<file path="src/rtl/buffer_serializer_pkg.sv">
// Shared definitions for buffer_serializer: FSM state encoding and the
// constant functions that size the chunk counter.
package buffer_serializer_pkg;

  typedef enum logic [1:0] {
    ST_IDLE = 2'd0,
    ST_REQ  = 2'd1,
    ST_CAPT = 2'd2,
    ST_SEND = 2'd3
  } state_e;

  // Number of chunks per word; a zero chunk width is trapped by the top-level check.
  function automatic int unsigned calc_nchunk(input int unsigned word_size,
                                              input int unsigned chunk_size);
    return (chunk_size == 0) ? 1 : (word_size / chunk_size);
  endfunction

  // Counter width, never below one bit so NCHUNK=1 still has a legal vector.
  function automatic int unsigned calc_cnt_width(input int unsigned nchunk);
    return (nchunk <= 1) ? 1 : $clog2(nchunk);
  endfunction

endpackage

</file>
<file path="src/rtl/buffer_serializer_chunk_shifter.sv">
// Loadable shift register holding one buffer word and presenting the chunk
// currently at the outgoing end.
//   clk, rst   : clock, synchronous active-high reset
//   load       : capture load_data (takes priority over shift)
//   shift      : drop the presented chunk and move the next one into place
//   load_data  : word to capture
//   chunk      : current chunk (top bits if MSB_FIRST, else bottom bits)
module buffer_serializer_chunk_shifter #(
  parameter int unsigned WORD_SIZE  = 32,
  parameter int unsigned CHUNK_SIZE = 8,
  parameter bit          MSB_FIRST  = 1'b1
) (
  input  logic                  clk,
  input  logic                  rst,
  input  logic                  load,
  input  logic                  shift,
  input  logic [WORD_SIZE-1:0]  load_data,
  output logic [CHUNK_SIZE-1:0] chunk
);

  logic [WORD_SIZE-1:0] word_q;
  logic [WORD_SIZE-1:0] word_d;

  // Shift direction follows the end the chunk is taken from.
  always_comb begin
    word_d = word_q;
    if (load) begin
      word_d = load_data;
    end else if (shift) begin
      word_d = MSB_FIRST ? (word_q << CHUNK_SIZE) : (word_q >> CHUNK_SIZE);
    end
  end

  always_ff @(posedge clk) begin
    if (rst) begin
      word_q <= '0;
    end else begin
      word_q <= word_d;
    end
  end

  if (MSB_FIRST) begin : g_msb
    assign chunk = word_q[WORD_SIZE-1 -: CHUNK_SIZE];
  end else begin : g_lsb
    assign chunk = word_q[CHUNK_SIZE-1:0];
  end

endmodule

</file>
<file path="src/rtl/buffer_serializer.sv">
// Drain stage for the circular word buffer: pops one word at a time and
// streams it out as WORD_SIZE/CHUNK_SIZE chunks on a valid/ready interface.
//   clk, rst  : clock, synchronous active-high reset
//   buf_empty : buffer empty flag (registered in the buffer)
//   buf_rd    : one-cycle pop request to the buffer
//   buf_data  : buffer data_out, valid the cycle after buf_rd
//   out_data  : current chunk
//   out_valid : chunk valid
//   out_ready : sink accepts the chunk when high with out_valid
//   out_last  : final chunk of a word
//   busy      : FSM is not idle
module buffer_serializer
  import buffer_serializer_pkg::*;
#(
  parameter int unsigned WORD_SIZE  = 32,
  parameter int unsigned CHUNK_SIZE = 8,
  parameter bit          MSB_FIRST  = 1'b1
) (
  input  logic                  clk,
  input  logic                  rst,
  input  logic                  buf_empty,
  output logic                  buf_rd,
  input  logic [WORD_SIZE-1:0]  buf_data,
  output logic [CHUNK_SIZE-1:0] out_data,
  output logic                  out_valid,
  input  logic                  out_ready,
  output logic                  out_last,
  output logic                  busy
);

  localparam int unsigned      NCHUNK   = calc_nchunk(WORD_SIZE, CHUNK_SIZE);
  localparam int unsigned      CNT_W    = calc_cnt_width(NCHUNK);
  localparam logic [CNT_W-1:0] CNT_LAST = CNT_W'(NCHUNK - 1);

  if ((CHUNK_SIZE == 0) || ((WORD_SIZE % CHUNK_SIZE) != 0)) begin : g_bad_chunk
    $error("buffer_serializer: CHUNK_SIZE must divide WORD_SIZE exactly");
  end

  state_e           state_q, state_d;
  logic [CNT_W-1:0] cnt_q, cnt_d;
  logic             buf_rd_q, buf_rd_d;
  logic             out_valid_q, out_valid_d;
  logic             out_last_q, out_last_d;
  logic             busy_q, busy_d;
  logic             load_c;
  logic             shift_c;

  // Next state; empty is only looked at in IDLE and on the last-chunk handshake,
  // both at least one cycle after the previous pop so the flag is current.
  always_comb begin
    state_d = state_q;
    cnt_d   = cnt_q;
    load_c  = 1'b0;
    shift_c = 1'b0;
    unique case (state_q)
      ST_IDLE: begin
        if (!buf_empty) state_d = ST_REQ;
      end
      ST_REQ: begin
        state_d = ST_CAPT;
      end
      ST_CAPT: begin
        load_c  = 1'b1;
        cnt_d   = '0;
        state_d = ST_SEND;
      end
      ST_SEND: begin
        if (out_ready) begin
          shift_c = 1'b1;
          if (cnt_q == CNT_LAST) begin
            cnt_d   = '0;
            state_d = buf_empty ? ST_IDLE : ST_REQ;
          end else begin
            cnt_d = cnt_q + CNT_W'(1);
          end
        end
      end
      default: begin
        state_d = ST_IDLE;
      end
    endcase

    // Outputs are the decode of the next state, so the flops mirror the state register.
    buf_rd_d    = (state_d == ST_REQ);
    out_valid_d = (state_d == ST_SEND);
    out_last_d  = (state_d == ST_SEND) && (cnt_d == CNT_LAST);
    busy_d      = (state_d != ST_IDLE);
  end

  always_ff @(posedge clk) begin
    if (rst) begin
      state_q     <= ST_IDLE;
      cnt_q       <= '0;
      buf_rd_q    <= 1'b0;
      out_valid_q <= 1'b0;
      out_last_q  <= 1'b0;
      busy_q      <= 1'b0;
    end else begin
      state_q     <= state_d;
      cnt_q       <= cnt_d;
      buf_rd_q    <= buf_rd_d;
      out_valid_q <= out_valid_d;
      out_last_q  <= out_last_d;
      busy_q      <= busy_d;
    end
  end

  buffer_serializer_chunk_shifter #(
    .WORD_SIZE  (WORD_SIZE),
    .CHUNK_SIZE (CHUNK_SIZE),
    .MSB_FIRST  (MSB_FIRST)
  ) u_shifter (
    .clk       (clk),
    .rst       (rst),
    .load      (load_c),
    .shift     (shift_c),
    .load_data (buf_data),
    .chunk     (out_data)
  );

  assign buf_rd    = buf_rd_q;
  assign out_valid = out_valid_q;
  assign out_last  = out_last_q;
  assign busy      = busy_q;

endmodule

</file>
<file path="config.mk">
export PLATFORM = sky130hd
export DESIGN_NAME = buffer_serializer
export DESIGN_NICKNAME = d
export VERILOG_FILES = /design/src/rtl/buffer_serializer_pkg.sv /design/src/rtl/buffer_serializer_chunk_shifter.sv /design/src/rtl/buffer_serializer.sv
export SDC_FILE = /design/constraint.sdc
export NUM_CORES = 1
export LEC_CHECK = 0
export ABC_AREA = 1
export BUFFER_PORTS_ARGS = -buffer_cell sky130_fd_sc_hd__buf_4
export CAP_MARGIN = 20
export CELL_PAD_IN_SITES_DETAIL_PLACEMENT = 0
export CELL_PAD_IN_SITES_GLOBAL_PLACEMENT = 1
export CORE_AREA = 2 2 80 82
export DETAILED_ROUTE_END_ITERATION = 16
export DIE_AREA = 0 0 82 84
export GPL_ROUTABILITY_DRIVEN = 0
export PLACE_DENSITY_LB_ADDON = 0.1
export SETUP_SLACK_MARGIN = 0.3
export SYNTH_ARGS = -nofsm -noshare
export SYNTH_HDL_FRONTEND = slang
export SYNTH_HIERARCHICAL = 1
export SYNTH_SLANG_ARGS = --single-unit
export TNS_END_PERCENT = 100
</file>
<file path="constraint.sdc">
create_clock -name clk -period 1.3 [get_ports clk]
set_clock_uncertainty 0.15 [all_clocks]
set_input_delay 0.26 -clock clk [delete_from_list [all_inputs] [get_ports clk]]
set_output_delay 0.26 -clock clk [all_outputs]
set_load 0.03 [all_outputs]
</file>
; Yosys cells after proc, flatten, opt, wreduce, memory -nomap -nowiden
; Cells that the tools add are included.
[totals]
reg_bits = 40
word_cells = 32
[classes]
n_addsub = 1
eq_ne = 7
muxes = 13
reduce_logical = 4
[ops]
columns = cell, n
row1 = two-way mux 32 bit, 2
row2 = equality test 2 bit (second input constant), 5
row3 = two-way mux 2 bit, 5
row4 = one-hot mux 2 bit (4 select lines), 1
row5 = equality test 2 x 1 -> 1 bit (second input constant), 2
row6 = two-way mux 1 bit, 4
row7 = one-hot mux 2 bit (2 select lines), 1
row8 = nonzero test 2 bit, 2
row9 = adder 2 x 1 -> 2 bit (second input constant), 1
row10 = zero test 2 bit, 1
row11 = logical AND 1 bit, 1

; Depth between registers and ports, before layout
; Gate-level depths: netlist of the first run.
[logic_depth]
word_depth = 6
ltp_mapped = 11

; Cells and area by module
; Netlist of the first run, hierarchy kept.
[modules_own_cells]
columns = mod, n_inst, cells_per_inst, area_per_inst_um2, seq_area_each_um2
row1 = buffer_serializer_chunk_shifter, 1, 229, 1551.5, 640.6
row2 = buffer_serializer, 1, 51, 359.1, 160.2

; Worst setup path before layout of the first run
; No wires, ideal clock.
[synth_timing]
kind = register -> register
startpoint = register state_q[1]
endpoint = register u_shifter.word_q[10]
setup_ns = 0.110
arrival_time_ns = 1.126
required_ns = 1.040
path_slack_ns = -0.086
path_stages_with_launch = 10
path_buffers = 2
cell_sequence = dfxtp_1 inv_1 nor2_1 buf_6 inv_2 buf_6 nand3_1 nand3_1 nand2_1 inv_1
[synth_between]
elab_chain_cells = 3
word_cells_on_any_way = 6
cone_classes = eq/ne: 2 / mux: 3 / reduce/logical: 1
[synth_lines]
columns = element, line_no
row1 = "start, declared", buffer_serializer.sv:39  ; state_e state_q, state_d;
row2 = "start signal, assigned", buffer_serializer.sv:99  ; state_q <= state_d;
row3 = equality test 2 bit *, buffer_serializer.sv:55  ; unique case (state_q)
row4 = two-way mux 1 bit *, buffer_serializer.sv:55
row5 = named net load_c, buffer_serializer.sv:45  ; logic load_c;
row6 = two-way mux 32 bit or nonzero test 2 bit (tied branches), n/a
row7 = "end signal, assigned", buffer_serializer_chunk_shifter.sv:38  ; word_q <= word_d;
row8 = "end, declared", buffer_serializer_chunk_shifter.sv:21  ; logic [WORD_SIZE-1:0] word_q;
; The timed path passes the listed nets; every way through them passes the cells marked *.
; A chain may end at the register's enable or synchronous reset.

; Worst setup path in the final report of the first run
[layout_timing]
startpoint = register state_q[0]
endpoint = register u_shifter.word_q[20]
; Same word-level chain as after synthesis.

==> metrics.cfg, run 1 <==
[drt]
routed_wl_um=4370
drtIter0Drc=43
post_drt_wl_per_cell_um=10.7
dr.pass1.iters=4
via_per_inst=4.26
antenna_left=0
via_count=1738
drc=0

[logic_synthesis]
synth.largest_area_cell=dfxtp_1
synth_common_cells=106 x nand2_1, 42 x nand3_1, 40 x dfxtp_1
synth.mux.area_fraction_pct=0
synth-simple-area-share_pct=35.9
ys_ff_latch=40
synth-compound-area-share_pct=4.85
async_flop_share_pct=0
netlist_instances=280
synth.most_common_cell=nand2_1
syn_avg_cell_area_um2=6.82
netlist.area_leader.share_pct=41.9
yosys_warnings=6
yosys.area_share.adder_pct=0.655
yosys.cell_types.count=21
syn_area_um2=1910
synth-xor-area-share_pct=0
synth_fp_nets=317
ys.flop_type=dfxtp_1
synth_area_leaders=dfxtp_1 42%, nand2_1 21%, nand3_1 11%
synth_top_family_by_area=simple AND/OR/NAND/NOR gates
seq_area_frac_synth_pct=41.9
synth_edf_count=0

[pwr]
ir_drop_v=0.000478
power.leakage_nw=1.37
powerDensity_nw_per_um2=1140

[die]
rows=29
ios=48
die_w_um=82
start_util_pct=31.3
core-area_um2=6100
die_y_um=84
fp.dieArea_um2=6890

[global_route]
grt_first_pass_wirelength_um=7720
antenna_found_initial=0
overflow=0
gr-max-usage-layer=met2
grtUsageTotal_pct=14.4
grt_pass1_vias=1762
grt_max_degree=25
met3_usage_pct=4.22
gr-usage-met1_pct=18.4
use_met2_pct=23.0

[clock_network]
cts_sinks=40
root_buffer=clkbuf_8
cts_hold_buf=0
clk_pin_slew_ns=0.08
cts_buffers=5
clock_latency_ns=0.29
htreeDepth=2
cts_buffer_depth=2
cts_tree=yes

[worst_setup_path]
critPathMaxFanout=18
crit_buf_inv=4
rrSetupSlack_ns=-0.04
cp.arrival_ns=1.39
crit_chain=buf_4 > nor2_4 > buf_12 > nor2_8 > buf_12 > nand2_1 > nand3_1 > nand2_1 > inv_1
critPathKind=flip-flop to flip-flop
crit_path_top_delay_cell=dfxtp_2
rr_startpoint=state_q[0]
crit_path_end_kind=flip-flop
cp_top_family=buffers and inverters
worstRegToRegCells=9
cp.required_ns=1.35
r2r-end=u_shifter/word_q[20]
cpPeakStageDelay_ns=0.33
startpoint_type=flip-flop

[timing]
slew_viol_final=0
fmax_ghz=0.747
slew_headroom_pct=85.6
finalCritPeriodShare_pct=103
setup_tns_ns=-0.480
setup_violations=21
tightest_slew_ns=0.217
min_period_ns=1.34
timing.hold.ws_ns=0.0719
hold_viol=0
setup_slack_ns=-0.0393
grt_setup_unrepaired=true

[place]
pre_cts_slack_ns=-0.152
numPortBuffers=47
hpwl_um=3080

[final_layout]
synthToLayoutAreaGrowth_pct=40.0
n_fill_cell=653
antenna_cells=0
final_nets=367
fin_util_pct=43.9
drive_gt1_share_pct=36.0
multi_input_area_um2=878
seq_area_um2=820

[status]
violations=negative setup slack
run_status=finished, violations left

[run]
cap_violations=0

[min_path]
whs_endpoint=u_shifter/word_q[6]
hp-class=primary input to flip-flop
min_path_cells=3
holdCritStartpoint=buf_data[6]

## logic make-up (layout without fill, tap and decap cells)
family | after synthesis | after routing
flops | 40 | 40
buf+inv | 61 | 112
compound gates | 17 | 17
fa+ha+maj | 1 | 1
simple gates | 161 | 161
## placed cells by master (no fill, tap or decap), drive strengths merged
cell type,synthesis,final
ha,1,1
inv,37,37
o21ai,4,4
dfxtp,40,40
nor2,9,9
a21oi,13,13
clkbuf,2,7
bufinv,0,1
nand2,109,109
nand3,42,42
buf,21,65
and2,1,1
clkinv,1,2
## worst max-delay path by stage
stage | end | startpoint | slack (ns) | cells past startpoint
global route | u_shifter/word_q[8] | state_q[0] | -0.13 | 9
global placement | u_shifter/word_q[30] | state_q[0] | -0.14 | 7
finish | u_shifter/word_q[20] | state_q[0] | -0.04 | 9
CTS | u_shifter/word_q[29] | state_q[0] | -0.03 | 9
floorplan | u_shifter/word_q[30] | state_q[1] | -0.02 | 11
detailed placement | u_shifter/word_q[30] | state_q[0] | -0.15 | 9
## routing by layer
metal	routed length, um	vias to the layer above
met5	0	-
met4	62	0
met3	211	5
met2	1960	37
met1	2130	752
li1	-	944
## area by class of cell
cell class	count	area share, %
Clock buffer	6	2.71
Clock inverter	2	1.31
Inverter	38	5.75
Multi-Input combinational cell	179	32.8
Sequential cell	40	30.6
Tap cell	77	3.60
Timing Repair Buffer	66	23.2
## worst register-to-register path, cell delays in order (launching register included)
cell and delay, ns:
dfxtp_2 0.33, buf_4 0.13, nor2_4 0.09, buf_12 0.14, nor2_8 0.04, buf_12 0.15, nand2_1 0.06, nand3_1 0.07
nand2_1 0.06, inv_1 0.03
## metrics by stage
| stage | cell area [um^2] | total power, mW | cells |
|---|---|---|---|
| 3_3_place_gp | 2350 | 2.00 | 396 |
| 6_report | 2680 | 3.05 | 408 |
| 3_5_place_dp | 2350 | 2.00 | 396 |
| 5_1_grt | 2680 | 3.24 | 408 |
| 4_1_cts | 2580 | 3.09 | 406 |
| 2_1_floorplan | 1940 | 1.79 | 280 |
## report_power, final
part / internal (mW) / total, mW / switching, mW
logic: 0.327 / 0.688 / 0.361
registers: 1.32 / 1.37 / 0.0500
clock network: 0.570 / 0.995 / 0.425
total: 2.22 / 3.05 / 0.836
## repair_timing
action	in CTS	in global routing
resized for setup	37	20
endpoints found under the hold margin	0	0
cloned	0	1
setup buffers	2	1
pin swaps	4	7
setup endpoints to repair	52	52
## flip-flops by register name, indices dropped and copies added, names as in the netlist
signal,flops
buf_rd,1
busy,1
cnt_q,2
out_last,1
out_valid,1
state_q,2
u_shifter/word_q,32
Note: power is estimated with default switching activity, not from simulation.
==> run 2, diff against run 1 <==
--- a/config.mk
+++ b/config.mk
@@ -10,9 +10,9 @@
 export CAP_MARGIN = 20
 export CELL_PAD_IN_SITES_DETAIL_PLACEMENT = 0
 export CELL_PAD_IN_SITES_GLOBAL_PLACEMENT = 1
-export CORE_AREA = 2 2 80 82
+export CORE_AREA = 3 3 81 83
 export DETAILED_ROUTE_END_ITERATION = 16
-export DIE_AREA = 0 0 82 84
+export DIE_AREA = 0 0 84 86
 export GPL_ROUTABILITY_DRIVEN = 0
 export PLACE_DENSITY_LB_ADDON = 0.1
 export SETUP_SLACK_MARGIN = 0.3
==> run 2 against run 1 <==
Against the previous run:
- the flow still finishes with violations (negative setup slack)
- largest power group unchanged
- total power up 1.1%
- register-to-register slack worse by 0.04 ns
- hold slack better by 0.0032 ns
- clock power about the same
- largest cell class unchanged
==> metrics.cfg, run 2 (same netlist as run 1, synthesis figures left out) <==
[timing]
hold_viol=0
slew_headroom_pct=86.0
setup_tns_ns=-1.67
timing.hold.ws_ns=0.0751
setup_violations=32
finalCritPeriodShare_pct=106
tightest_slew_ns=0.209
slew_viol_final=0
grt_setup_unrepaired=true
fmax_ghz=0.725
min_period_ns=1.38
setup_slack_ns=-0.0793

[clock_network]
cts_tree=yes
cts_buffer_depth=2
cts_sinks=40
htreeDepth=2
cts_buffers=5
cts_hold_buf=0
clk_pin_slew_ns=0.08
root_buffer=clkbuf_8
clock_latency_ns=0.29

[global_route]
grt_max_degree=25
grt_pass1_vias=1735
grt_first_pass_wirelength_um=7860
grtUsageTotal_pct=13.4
overflow=0
antenna_found_initial=0

[worst_setup_path]
worstRegToRegCells=10
rrSetupSlack_ns=-0.08
rr_startpoint=state_q[1]
critPathMaxFanout=11
startpoint_type=flip-flop
crit_path_end_kind=flip-flop
cp.required_ns=1.34
r2r-end=u_shifter/word_q[29]
critPathKind=flip-flop to flip-flop
cp.arrival_ns=1.42

[pwr]
powerDensity_nw_per_um2=1150
power.leakage_nw=1.39
total_power_mw=3.09
ir_drop_v=0.000628

[drt]
via_count=1734
via_per_inst=4.27
routed_wl_um=4520
antenna_left=0
drtIter0Drc=75
drc=0
post_drt_wl_per_cell_um=11.1
dr.pass1.iters=4

[die]
ios=48
fp.dieArea_um2=7220
die_w_um=84
die_y_um=86
core-area_um2=5920
rows=28
start_util_pct=32.3

[final_layout]
largest_register_ffs=32
synthToLayoutAreaGrowth_pct=40.9
antenna_cells=0
final_nets=367
largestRegisters=u_shifter/word_q: 32 flops, cnt_q: 2 flops, state_q: 2 flops
final_common_cell=nand2_1
regMostFlops=u_shifter/word_q
fin_util_pct=45.5
mostFrequentLayoutCells=98 x nand2_1, 44 x buf_4, 39 x nand3_1
drive_gt1_share_pct=36.9

[min_path]
whs_endpoint=u_shifter/word_q[1]
min_path_cells=3
holdCritStartpoint=buf_data[1]
hp-class=primary input to flip-flop

[place]
pre_cts_slack_ns=-0.160
numPortBuffers=47
hpwl_um=3090

[status]
violations=negative setup slack
run_status=finished, violations left

[run]
cap_violations=0

==> run 2: cell count changes in the layout (fill, tap and decap cells not counted), sizes merged <==
cell and delta:
buf +1, clkbuf -1
==> run 2: what timing repair did <==
| action | 4_1_cts | 5_1_grt |
|---|---|---|
| buffers inserted | 2 | 1 |
| pin swaps | 0 | 5 |
| gates resized for setup | 43 | 18 |
| setup endpoints to repair | 52 | 52 |
==> run 2: how the worst max path moves through the flow <==
stage / start / end / slack [ns] / cells after the start
after floorplan: state_q[1] / u_shifter/word_q[30] / -0.02 / 11
after global placement: state_q[0] / u_shifter/word_q[28] / -0.14 / 9
after detailed placement: state_q[0] / u_shifter/word_q[12] / -0.16 / 9
after CTS: state_q[1] / u_shifter/word_q[28] / -0.07 / 10
after global routing: state_q[1] / u_shifter/word_q[18] / -0.17 / 10
final: state_q[1] / u_shifter/word_q[29] / -0.08 / 10
==> run 2: final cells by class <==
cell class,instances,area [um^2]
clock buffers,6,72.6
flip-flops and latches,40,823
multi-input cells,179,891
clock inverters,2,35.0
inverters,38,146
well taps,75,93.8
repair buffers,66,631
fillers,644,3230
==> run 2: per-layer routing <==
| layer | global-route usage [%] | part of all wire (%) |
|---|---|---|
| met1 | 17.2 | 48 |
| met2 | 22.1 | 46 |
| met3 | 3.75 | 5.0 |
| met4 | 3.95 | 0.80 |
| met5 | 0 | 0 |
==> run 2: through the flow <==
stage               instances  instance area (um^2)
floorplan                 280                  1940
global placement          395                  2380
detailed placement        395                  2380
CTS                       405                  2630
global route              406                  2690
finish                    406                  2690
==> run 2: worst max-delay path, cell delays in order, from the launching register on <==
cell and delay, ns:
dfxtp_2 0.34, buf_6 0.10, inv_4 0.03, nor2_4 0.13
buf_6 0.13, nor2_8 0.05, buf_12 0.14, nand2_1 0.06
nand3_1 0.06, nand2_1 0.06, inv_1 0.03
==> run 2: report_power, final <==
part | total (mW) | switching (mW) | internal, mW | leakage (nW)
clock network | 0.994 | 0.425 | 0.570 | 0.0552
registers | 1.37 | 0.0524 | 1.32 | 0.333
logic | 0.722 | 0.370 | 0.353 | 1.00
==> run 3, diff against run 2 <==
--- a/config.mk
+++ b/config.mk
@@ -5,14 +5,13 @@
 export SDC_FILE = /design/constraint.sdc
 export NUM_CORES = 1
 export LEC_CHECK = 0
-export ABC_AREA = 1
 export BUFFER_PORTS_ARGS = -buffer_cell sky130_fd_sc_hd__buf_4
 export CAP_MARGIN = 20
 export CELL_PAD_IN_SITES_DETAIL_PLACEMENT = 0
 export CELL_PAD_IN_SITES_GLOBAL_PLACEMENT = 1
-export CORE_AREA = 3 3 81 83
+export CORE_AREA = 3 3 77 79
 export DETAILED_ROUTE_END_ITERATION = 16
-export DIE_AREA = 0 0 84 86
+export DIE_AREA = 0 0 80 82
 export GPL_ROUTABILITY_DRIVEN = 0
 export PLACE_DENSITY_LB_ADDON = 0.1
 export SETUP_SLACK_MARGIN = 0.3
==> run 3 against run 2 <==
Against the previous run:
- the flow still finishes with violations (negative setup slack)
- count of clock-buffer cells in the layout rose by 1
- register-to-register slack got worse by 0.06 ns
- largest power group unchanged
- highest routed layer unchanged
- die area fell by 9.2%
- hold slack got worse by 0.055 ns
- synthesized cell count fell by 34%
- final area rose by 8.8%
==> metrics.cfg, run 3 <==
[status]
run_status=finished, violations left
violations=negative setup slack

[global_route]
grt_max_degree=20
grt_first_pass_wirelength_um=7940
antenna_found_initial=0
grt_pass1_vias=1562
overflow=0
grtUsageTotal_pct=16.0

[drt]
via_count=1568
routed_wl_um=5040
via_per_inst=4.81
antenna_left=0
drc=0
drtIter0Drc=87
post_drt_wl_per_cell_um=15.5
dr.pass1.iters=4

[min_path]
holdCritStartpoint=buf_empty
hp-class=primary input to flip-flop
whs_endpoint=buf_rd
min_path_cells=2

[timing]
min_period_ns=1.44
timing.hold.ws_ns=0.0200
tightest_slew_ns=0.280
setup_tns_ns=-3.10
slew_headroom_pct=81.3
setup_violations=34
grt_setup_unrepaired=true
setup_slack_ns=-0.139
fmax_ghz=0.695
hold_viol=0
slew_viol_final=0
finalCritPeriodShare_pct=111

[logic_synthesis]
seq_area_frac_synth_pct=43.7
async_flop_share_pct=0
synth.most_common_cell=dfxtp_1
synth.largest_area_cell=dfxtp_1
netlist.area_leader.share_pct=43.7
yosys.area_share.adder_pct=0.683
synth-xor-area-share_pct=0
syn_avg_cell_area_um2=9.90
synth-simple-area-share_pct=19.1
synth_edf_count=0
synth_area_leaders=dfxtp_1 44%, mux2i_1 13%, a211oi_1 9.8%
syn_area_um2=1830
synth.mux.area_fraction_pct=13.1
synth_common_cells=40 x dfxtp_1, 25 x nor2b_1, 24 x a211oi_1, 24 x mux2i_1, 11 x nand2_1
synth-compound-area-share_pct=15.2
yosys_warnings=6
synth_fp_nets=222
ys_ff_latch=40
netlist_instances=185
ys.flop_type=dfxtp_1
synth_top_family_by_area=simple AND/OR/NAND/NOR gates
yosys.cell_types.count=28

[clock_network]
cts_buffers=5
cts_buffer_depth=2
root_buffer=clkbuf_8
clk_pin_slew_ns=0.08
htreeDepth=2
cts_tree=yes
clock_latency_ns=0.29
cts_sinks=40

[worst_setup_path]
rr_startpoint=state_q[1]
crit_chain=inv_4 > nor2_4 > buf_6 > buf_16 > or3b_4 > a21oi_2
critPathMaxFanout=9
rrSetupSlack_ns=-0.14
startpoint_type=flip-flop
critPathKind=flip-flop to flip-flop
crit_path_end_kind=flip-flop
worstRegToRegCells=6
r2r-end=u_shifter/word_q[2]
cp.required_ns=1.37
cpPeakStageDelay_ns=0.39
cp.arrival_ns=1.51
crit_path_top_delay_cell=or3b_4

[final_layout]
n_fill_cell=502
largestRegisters=u_shifter/word_q: 32 flops, cnt_q: 2 flops, state_q: 2 flops
final_nets=290
drive_gt1_share_pct=59.4
regMostFlops=u_shifter/word_q
fin_util_pct=54.2
mostFrequentLayoutCells=52 x buf_4, 24 x dfxtp_1, 22 x buf_6, 22 x mux2i_1, 16 x nor2b_1
final_common_cell=buf_4
antenna_cells=0
synthToLayoutAreaGrowth_pct=59.9
largest_register_ffs=32

[pwr]
power.leakage_nw=1.10
seq_power_share_pct=43.0
switching_share_pct=25.1
clkPwrFrac_pct=34.2
power_frac_comb_pct=22.8
internal_power_mw=2.42
p_switching_mw=0.811
powerDensity_nw_per_um2=1100
ir_drop_v=0.000537

[die]
die_w_um=80
fp.dieArea_um2=6560
start_util_pct=33.9
rows=27
core-area_um2=5410
die_y_um=82
ios=48

[run]
cap_violations=0

[place]
hpwl_um=2930
pre_cts_slack_ns=-0.260
numPortBuffers=47

[run 3: changes by cell type in the layout (fill, tap and decap cells not counted), sizes merged, moves of 2 or more]
cell / delta
mux2i: +24
nand3: -41
clkinv: -2
and2b: +2
inv: -34
buf: +14
nor2: -7
and3: +4
or3b: +8
a21oi: -3
nand2: -98
nor2b: +25
a211oi: +24
[run 3: worst max path at each step]
stage | endpoint | slack [ns] | from | cells after the start
floorplan | u_shifter/word_q[2] | -0.09 | state_q[1] | 5
global placement | u_shifter/word_q[23] | -0.17 | out_ready | 4
detailed placement | u_shifter/word_q[14] | -0.26 | out_ready | 4
CTS | u_shifter/word_q[14] | -0.12 | state_q[1] | 6
global route | u_shifter/word_q[14] | -0.18 | state_q[1] | 6
finish | u_shifter/word_q[2] | -0.14 | state_q[1] | 6
[run 3: final cells by class]
| type | count | area [um^2] | share of cell area, % |
|---|---|---|---|
| inverters | 3 | 13.8 | 0.470 |
| clock buffers | 7 | 96.3 | 3.29 |
| clock inverters | 1 | 30.0 | 1.03 |
| repair buffers | 80 | 773 | 26.4 |
| multi-input cells | 123 | 1100 | 37.5 |
| well taps | 72 | 90.1 | 3.08 |
| flip-flops and latches | 40 | 826 | 28.2 |
[run 3: per-stage QoR]
stage          instances  area (um^2)  total power [mW]
2_1_floorplan        185         1870              1.69
3_3_place_gp         293         2280              1.88
3_5_place_dp         293         2280              1.90
4_1_cts              324         2840              3.21
5_1_grt              326         2930              3.37
6_report             326         2930              3.23
[run 3: cells by family after synthesis]
logic type                 after synthesis
AOI/OAI and AO/OA                       41
DFF                                     40
buffers and inverters                   24
and+or+nand+nor                         55
muxes                                   24
adders and majority gates                1
[run 3: worst max-delay path, delay by kind of cell, from the launching register on]
family,cells,cell delay (ns)
AO/OA/AOI/OAI,1,0.12
buffers and inverters,3,0.31
flip-flops,1,0.37
AND/OR/NAND/NOR,2,0.44
[run 3: repair_timing]
| item | 4_1_cts | 5_1_grt |
|---|---|---|
| setup endpoints to repair | 52 | 52 |
| pin swaps | 30 | 13 |
| endpoints found under the hold margin | 0 | 0 |
| buffers inserted | 18 | 2 |
| hold buffers | 0 | 0 |
| resized for setup | 62 | 21 |
| cloned | 5 | 0 |
[run 3: routing by layer]
layer | vias up | part of all wire [%] | track usage [%]
met1 | 735 | 48 | 21.7
met4 | 0 | 0.50 | 4.56
li1 | 790 | - | -
met5 | - | 0 | 0
met2 | 41 | 46 | 24.5
met3 | 2 | 5.7 | 4.82
[run 3: power by group through the flow]
stage | clock network, mW | registers (mW) | logic [mW]
after floorplan | 0 | 1.40 | 0.292
after global placement | 0 | 1.40 | 0.485
after detailed placement | 0 | 1.40 | 0.498
after CTS | 1.14 | 1.38 | 0.693
after global routing | 1.18 | 1.40 | 0.789
final | 1.10 | 1.39 | 0.737
